--- config.mk ---
export PLATFORM = sky130hd
export DESIGN_NAME = dmem_arbiter
export DESIGN_NICKNAME = d
export VERILOG_FILES = /design/src/rtl/dmem_arbiter.sv
export SDC_FILE = /design/constraint.sdc
export NUM_CORES = 1
export LEC_CHECK = 0
export BUFFER_PORTS_ARGS = -buffer_cell sky130_fd_sc_hd__buf_2
export CORE_AREA = 2 2 117 119
export CTS_CLUSTER_DIAMETER = 30
export CTS_CLUSTER_SIZE = 8
export DETAILED_ROUTE_END_ITERATION = 8
export DIE_AREA = 0 0 119 121
export GPL_ROUTABILITY_DRIVEN = 0
export HOLD_SLACK_MARGIN = 0.15
export SYNTH_ARGS = -nofsm -noshare
export SYNTH_HDL_FRONTEND = slang
export SYNTH_SLANG_ARGS = --single-unit
--- constraint.sdc ---
create_clock -name clk -period 2.1 [get_ports clk]
set_input_delay 0.105 -clock clk [delete_from_list [all_inputs] [get_ports clk]]
set_output_delay 0.105 -clock clk [all_outputs]
set_load 0.02 [all_outputs]
--- src/rtl/dmem_arbiter.sv ---
// rtl/dmem_arbiter.sv - two-master (CPU/DMA) arbiter for single-port data memory
module dmem_arbiter #(
   parameter int DATA_W       = 32,
   parameter int ADDR_W       = 32,
   parameter int STARVE_LIMIT = 3,
   parameter int DMA_BURST    = 2
) (
   input  logic              clk,
   input  logic              reset,
   input  logic              cpu_req,
   input  logic              cpu_we,
   input  logic [ADDR_W-1:0] cpu_addr,
   input  logic [DATA_W-1:0] cpu_wdata,
   output logic [DATA_W-1:0] cpu_rdata,
   output logic              cpu_stall,
   input  logic              dma_req,
   input  logic              dma_we,
   input  logic [ADDR_W-1:0] dma_addr,
   input  logic [DATA_W-1:0] dma_wdata,
   output logic              dma_gnt,
   output logic [DATA_W-1:0] dma_rdata,
   output logic              dma_rvalid,
   output logic              mem_we,
   output logic [ADDR_W-1:0] mem_addr,
   output logic [DATA_W-1:0] mem_wdata,
   input  logic [DATA_W-1:0] mem_rdata
);

   localparam int SW = (STARVE_LIMIT > 0) ? $clog2(STARVE_LIMIT + 1) : 1;
   localparam int BW = (DMA_BURST > 0) ? $clog2(DMA_BURST + 1) : 1;
   localparam logic [SW-1:0] STARVE_MAX = SW'(STARVE_LIMIT);
   localparam logic [BW-1:0] BURST_MAX  = BW'(DMA_BURST);

   typedef enum logic {
      ST_CPU_PRI   = 1'b0,
      ST_DMA_BURST = 1'b1
   } state_t;

   state_t            st_q, st_d;
   logic [SW-1:0]     starve_q, starve_d;
   logic [BW-1:0]     burst_q, burst_d;
   logic [DATA_W-1:0] dma_rdata_q;
   logic              dma_rvalid_q;

   logic              force_dma;
   logic              dma_gnt_w;
   logic              cpu_gnt;
   logic [BW-1:0]     burst_inc;

   // Grant decision: CPU wins by default unless the DMA has starved long
   // enough or a forced burst is in progress; everything is gated in reset.
   always_comb begin
      force_dma = (st_q == ST_CPU_PRI) && (starve_q == STARVE_MAX);
      dma_gnt_w = 1'b0;
      if (reset) begin
         if (st_q == ST_DMA_BURST) begin
            dma_gnt_w = dma_req;
         end else begin
            dma_gnt_w = dma_req & (~cpu_req | force_dma);
         end
      end
      cpu_gnt = reset & cpu_req & ~dma_gnt_w;
   end

   // Memory port mux and master-facing combinational outputs.
   always_comb begin
      mem_addr  = dma_gnt_w ? dma_addr  : cpu_addr;
      mem_wdata = dma_gnt_w ? dma_wdata : cpu_wdata;
      mem_we    = (cpu_gnt & cpu_we) | (dma_gnt_w & dma_we);
      cpu_stall = reset & cpu_req & ~cpu_gnt;
      dma_gnt   = dma_gnt_w;
      cpu_rdata = mem_rdata;
   end

   // Next-state for the arbitration FSM and its starvation/burst counters.
   always_comb begin
      st_d      = st_q;
      starve_d  = starve_q;
      burst_d   = burst_q;
      burst_inc = burst_q + 1'b1;

      if (dma_req && !dma_gnt_w) begin
         starve_d = (starve_q == STARVE_MAX) ? starve_q : starve_q + 1'b1;
      end else begin
         starve_d = '0;
      end

      case (st_q)
         ST_CPU_PRI: begin
            // Only a forced grant against a live CPU request opens a burst.
            if (force_dma && dma_gnt_w && cpu_req && (DMA_BURST > 1)) begin
               st_d    = ST_DMA_BURST;
               burst_d = BW'(1);
            end
         end
         ST_DMA_BURST: begin
            if (!dma_req) begin
               st_d    = ST_CPU_PRI;
               burst_d = '0;
            end else if (burst_inc == BURST_MAX) begin
               st_d    = ST_CPU_PRI;
               burst_d = '0;
            end else begin
               burst_d = burst_inc;
            end
         end
         default: begin
            st_d    = ST_CPU_PRI;
            burst_d = '0;
         end
      endcase
   end

   // State registers plus registered DMA read return path.
   always_ff @(posedge clk) begin
      if (!reset) begin
         st_q         <= ST_CPU_PRI;
         starve_q     <= '0;
         burst_q      <= '0;
         dma_rvalid_q <= 1'b0;
         dma_rdata_q  <= '0;
      end else begin
         st_q     <= st_d;
         starve_q <= starve_d;
         burst_q  <= burst_d;
         if (dma_gnt_w && !dma_we) begin
            dma_rdata_q  <= mem_rdata;
            dma_rvalid_q <= 1'b1;
         end else begin
            dma_rvalid_q <= 1'b0;
         end
      end
   end

   assign dma_rdata  = dma_rdata_q;
   assign dma_rvalid = dma_rvalid_q;

endmodule

== Word-level counts from Yosys, hierarchy flattened ==
Index checks and enable logic that the tools add are counted.

* Mux-type cells: 13
* Eq/ne operators: 3
* Bitwise gates (word level): 12
* Add/sub/neg operators: 2
* Reduce and logical (&&, ||, !) cells: 8

{| class="wikitable"
|+ Operators with widths
! operator !! count
|-
| 2-to-1 mux 32 bit || 2
|-
| AND 1 bit || 6
|-
| 2-to-1 mux 1 bit || 6
|-
| 2-to-1 mux 2 bit || 3
|-
| logical AND 1 bit || 5
|-
| adder 2 x 1 -> 2 bit, second input constant || 2
|-
| equality test 2 bit, second input constant || 2
|-
| inverter 1 bit || 4
|-
| one-hot mux 2 bit (2 select lines) || 1
|-
| zero test 1 bit || 2
|-
| inequality test 2 x 1 -> 1 bit, second input constant || 1
|-
| bitwise OR 1 bit || 2
|-
| one-hot mux 1 bit (2 select lines) || 1
|-
| AND reduction 2 bit || 1
|}

* Output and inout bits: 132
* Logic and storage cells: 43
* Input bits: 166
* Flip-flop bits (word level): 38

== Longest topological paths before layout ==
* Depth after elaboration: 10
* Gate-level depth with buffers: 8
* Gate-level depth less buffers: 5

== Least setup slack after synthesis ==
No wires, ideal clock.

* Kind: flip-flop to output port
* From: register starve_q[0]
* To: output mem_we
* Data required time: 1,995 ps
* Slack: 205 ps
* Path buffers: 3
* Stages on the path, launching flop included: 8
* Arrival time: 1,790 ps
* Path through: dfxtp_1 ha_1 or3b_1 buf_2 and2_1 buf_2 buf_6 a21oi_1

* Longest elaborated chain between the ends: 10
* Elaborated cells on any way between the ends: 11
* Those cells by class: eq/ne (1); mux (2); bitwise (7); reduce/logical (1)

{| class="wikitable"
|+ RTL lines
! what !! RTL line !! RTL
|-
| from (decl) || 40 || <nowiki>logic [SW-1:0] starve_q, starve_d;</nowiki>
|-
| from (signal assigned) || 124 || <nowiki>starve_q <= starve_d;</nowiki>
|-
| equality test 2 bit (*) || 53 || <nowiki>force_dma = (st_q == ST_CPU_PRI) && (starve_q == STARVE_MAX);</nowiki>
|-
| logical AND 1 bit (*) || 53 ||
|-
| bitwise OR 1 bit (*) || 59 || <nowiki>dma_gnt_w = dma_req & (~cpu_req | force_dma);</nowiki>
|-
| AND 1 bit (*) || 59 ||
|-
| 2-to-1 mux 1 bit (*) || 56 || <nowiki>if (st_q == ST_DMA_BURST) begin</nowiki>
|-
| 2-to-1 mux 1 bit (*) || 55 || <nowiki>if (reset) begin</nowiki>
|-
| inverter 1 bit || 62 || <nowiki>cpu_gnt = reset & cpu_req & ~dma_gnt_w;</nowiki>
|-
| AND 1 bit || 62 ||
|-
| AND 1 bit || 69 || <nowiki>mem_we = (cpu_gnt & cpu_we) | (dma_gnt_w & dma_we);</nowiki>
|-
| bitwise OR 1 bit (*) || 69 ||
|-
| to (decl) || 23 || <nowiki>output logic mem_we,</nowiki>
|}

Every way passes the cells marked *; elsewhere a longest branch is shown, timed or not.

== Final worst setup path ==
* From: register starve_q[0]
* To: output mem_wdata[24]

* Longest elaborated chain between the ends: 7

{| class="wikitable"
|+ RTL lines
! what !! RTL line !! RTL
|-
| equality test 2 bit || 53 ||
|-
| logical AND 1 bit || 53 ||
|-
| bitwise OR 1 bit || 59 ||
|-
| AND 1 bit || 59 ||
|-
| 2-to-1 mux 1 bit || 56 ||
|-
| 2-to-1 mux 1 bit || 55 ||
|-
| 2-to-1 mux 32 bit || 68 || <nowiki>mem_wdata = dma_gnt_w ? dma_wdata : cpu_wdata;</nowiki>
|-
| to (decl) || 25 || <nowiki>output logic [DATA_W-1:0] mem_wdata,</nowiki>
|}

Every way passes these cells.

==> flow_summary.json <==
{
  "grt_usage": 0.137,
  "cp_top_family": "simple AND/OR/NAND/NOR gates",
  "cts_sinks": 38,
  "routed_wl_um": 12200,
  "switching_share": 0.280,
  "antenna_left": 0,
  "min_period_ns": 2.16,
  "die_h_um": 121,
  "finalNonFillerCells": 759,
  "cp.arrival_ns": 2.05,
  "first_pass_iters": 4,
  "power_frac_comb": 0.364,
  "synth_cell_types": 28,
  "p_leak_nw": 2.84,
  "die_area_um2": 14400,
  "yosys_warnings": 0,
  "cts_made_buffers": 5,
  "grt_overflow_total": 0,
  "drive_gt1_frac": 0.686,
  "max_stage_delay_ns": 0.41,
  "setup_violations": 54,
  "synthesis.nets": 444,
  "dp_hpwl_um": 8460,
  "crit_path_max_fanout": 7,
  "clockPowerShare": 0.364,
  "min_path_type": "in -> reg",
  "grt_max_degree": 34,
  "root_buffer": "clkbuf_16",
  "start_util": 0.203,
  "clk_path_buf_depth": 2,
  "cp-end-kind": "output port",
  "cts_tree": "done",
  "synthesis.area_um2": 2660,
  "fin_hold_ws_ns": 0.195,
  "worst_setup_path_start_kind": "flip-flop",
  "timing.final.ws_setup_ns": -0.0556,
  "die_x_um": 119,
  "drtIter0Drc": 71,
  "path_class": "reg -> out",
  "fmax_mhz": 464,
  "syn_inst": 277,
  "max-slew-margin-rel": 0.769,
  "crit_slowest_cell": "or3b_4",
  "outcome": "finished, violations left",
  "grt_first_pass_wirelength_um": 15700,
  "power.density_nw_per_um2": 522,
  "seq_area_frac_synth": 0.286,
  "worst_pin_slew_ns": 0.347,
  "violations": "negative setup slack",
  "fin_crit_sh": 1.03,
  "dp.cells": 707,
  "path_cells": "ha_4 > or3b_4 > nand3_4 > buf_12 > clkbuf_16 > mux2_4 > buf_6",
  "rsz0062_at_grt": "true",
  "fin_setup_tns_ns": -1.33,
  "synth_seq_cells": 38,
  "power.share.sequential": 0.273,
  "clock_latency_ns": 0.28,
  "antenna_found_initial": 0,
  "detail_route.wl_per_cell_um": 16.0,
  "postLayoutCoreUtil": 0.406,
  "vdd_drop_max_v": 0.000423,
  "crit_required_ns": 2.00,
  "io_pins": 298,
  "io_buffers": 297,
  "dp_slack_ns": 0.110,
  "cp_num_buf_inv": 3,
  "p_int_w": 0.00200,
  "nets": 748,
  "skew_ns": 0.00334,
  "drc": 0,
  "area_growth_pct": 99.9,
  "hold_viol_final": 0,
  "synth.avg_cell_area_um2": 9.59,
  "fillers": 1279,
  "coreArea_um2": 13100,
  "cap_violations": 0,
  "via_count": 3146,
  "grt_pass1_vias": 2989,
  "placementRows": 42,
  "p_switching_w": 0.000777,
  "cts_max_level": 2,
  "slew_viol_final": 0,
  "post_drt_via_cell_ratio": 4.14,
  "clk_pin_slew_ns": 0.06
}
## worst reg2reg max path, cell delays in order, from the launching register on
cell,delay [ns]
dfxtp_2,0.33
ha_4,0.15
or3b_4,0.41
buf_4,0.25
and2_4,0.24
buf_12,0.16
o21ai_0,0.15
## final timing paths
path	start	end	slack, ns	depth (start not counted)
setup reg to reg	starve_q[0]$_SDFFE_PN0P_	dma_rdata[22]$_SDFFE_PN0P_	0.34	6
setup / recovery	starve_q[0]$_SDFFE_PN0P_	mem_wdata[24]	-0.06	7
hold / removal	cpu_req	starve_q[0]$_SDFFE_PN0P_	0.20	3
hold reg to reg	starve_q[0]$_SDFFE_PN0P_	starve_q[0]$_SDFFE_PN0P_	0.44	1
## per-stage QoR
stage	total power, W	cell area (um2)
finish	0.00277	5310
floorplan	0.00124	2660
global placement	0.00153	4070
CTS	0.00268	4930
detailed placement	0.00153	4070
global route	0.00287	5310
## cells in the mapped netlist, drive strengths merged
master | count | area (um2)
a21oi | 2 | 10.0
and2 | 3 | 18.8
and3b | 1 | 8.76
and4 | 1 | 8.76
buf | 44 | 399
clkbuf | 11 | 41.3
dfxtp | 38 | 761
ha | 1 | 12.5
inv | 3 | 11.3
mux2 | 64 | 863
nand2 | 33 | 124
nand2b | 1 | 6.26
nand3 | 35 | 180
nand4b | 1 | 8.76
nor2 | 1 | 3.75
nor3 | 1 | 5.00
nor3b | 1 | 7.51
o21ai | 33 | 165
o22ai | 1 | 6.26
or2 | 1 | 6.26
or3b | 1 | 8.76
## power groups by stage
| stage | clock network [W] | registers, W | logic, W |
|---|---|---|---|
| floorplan | 0 | 0.000800 | 0.000437 |
| global placement | 0 | 0.000771 | 0.000757 |
| detailed placement | 0 | 0.000771 | 0.000758 |
| CTS | 0.00104 | 0.000757 | 0.000891 |
| global route | 0.00106 | 0.000759 | 0.00105 |
| finish | 0.00101 | 0.000757 | 0.00101 |
## area by class of cell
cell class / instances / area [um2] / area share
flip-flops and latches: 38 / 763 / 0.144
well taps: 176 / 220 / 0.0415
clock buffers: 6 / 139 / 0.0262
multi-input cells: 181 / 1570 / 0.295
diodes: 1 / 2.50 / 0.000471
repair buffers: 352 / 2550 / 0.480
clock inverters: 2 / 60.1 / 0.0113
inverters: 3 / 11.3 / 0.00212
## logic make-up (layout without fill, tap and decap cells)
family,count (synthesis),after routing,synth area share
flops,38,38,0.286
compound gates,36,36,0.0683
mux,64,64,0.325
buf+inv,58,363,0.170
simple gates,80,80,0.146
fa+ha+maj,1,1,0.00471
other cells,0,1,0
## cells in the final DEF (no fill, tap or decap), types with 5 or more instances in the layout
cell	count
dfxtp_1	36
dlygate4sd3_1	33
buf_2	234
nand3_1	34
o21ai_0	5
clkbuf_16	8
nand2_1	33
buf_12	7
buf_4	8
buf_6	66
o21ai_1	28
mux2_4	64
## state kept, by name, indices dropped and copies added (netlist names)
signal      count
dma_rvalid      1
burst_q         2
dma_rdata      32
starve_q        2
st_q            1
## per-layer routing
layer	global-route usage	vias to the layer above	wire length [um]
met2	0.248	156	6410
li1	-	1532	-
met5	0	-	0
met3	0.0334	13	908
met1	0.162	1445	4680
met4	0.0342	0	157
## what timing repair did
| item | CTS | global route |
|---|---|---|
| setup buffers | 5 | 2 |
| resized for setup | 68 | 104 |
| hold buffers | 33 | 0 |
| hold endpoints to repair | 33 | 0 |
| endpoints found under the setup margin | 66 | 65 |
| pin swaps | 2 | 2 |
| gates cloned | 2 | 3 |
Note: power is estimated with default switching activity, not from simulation.
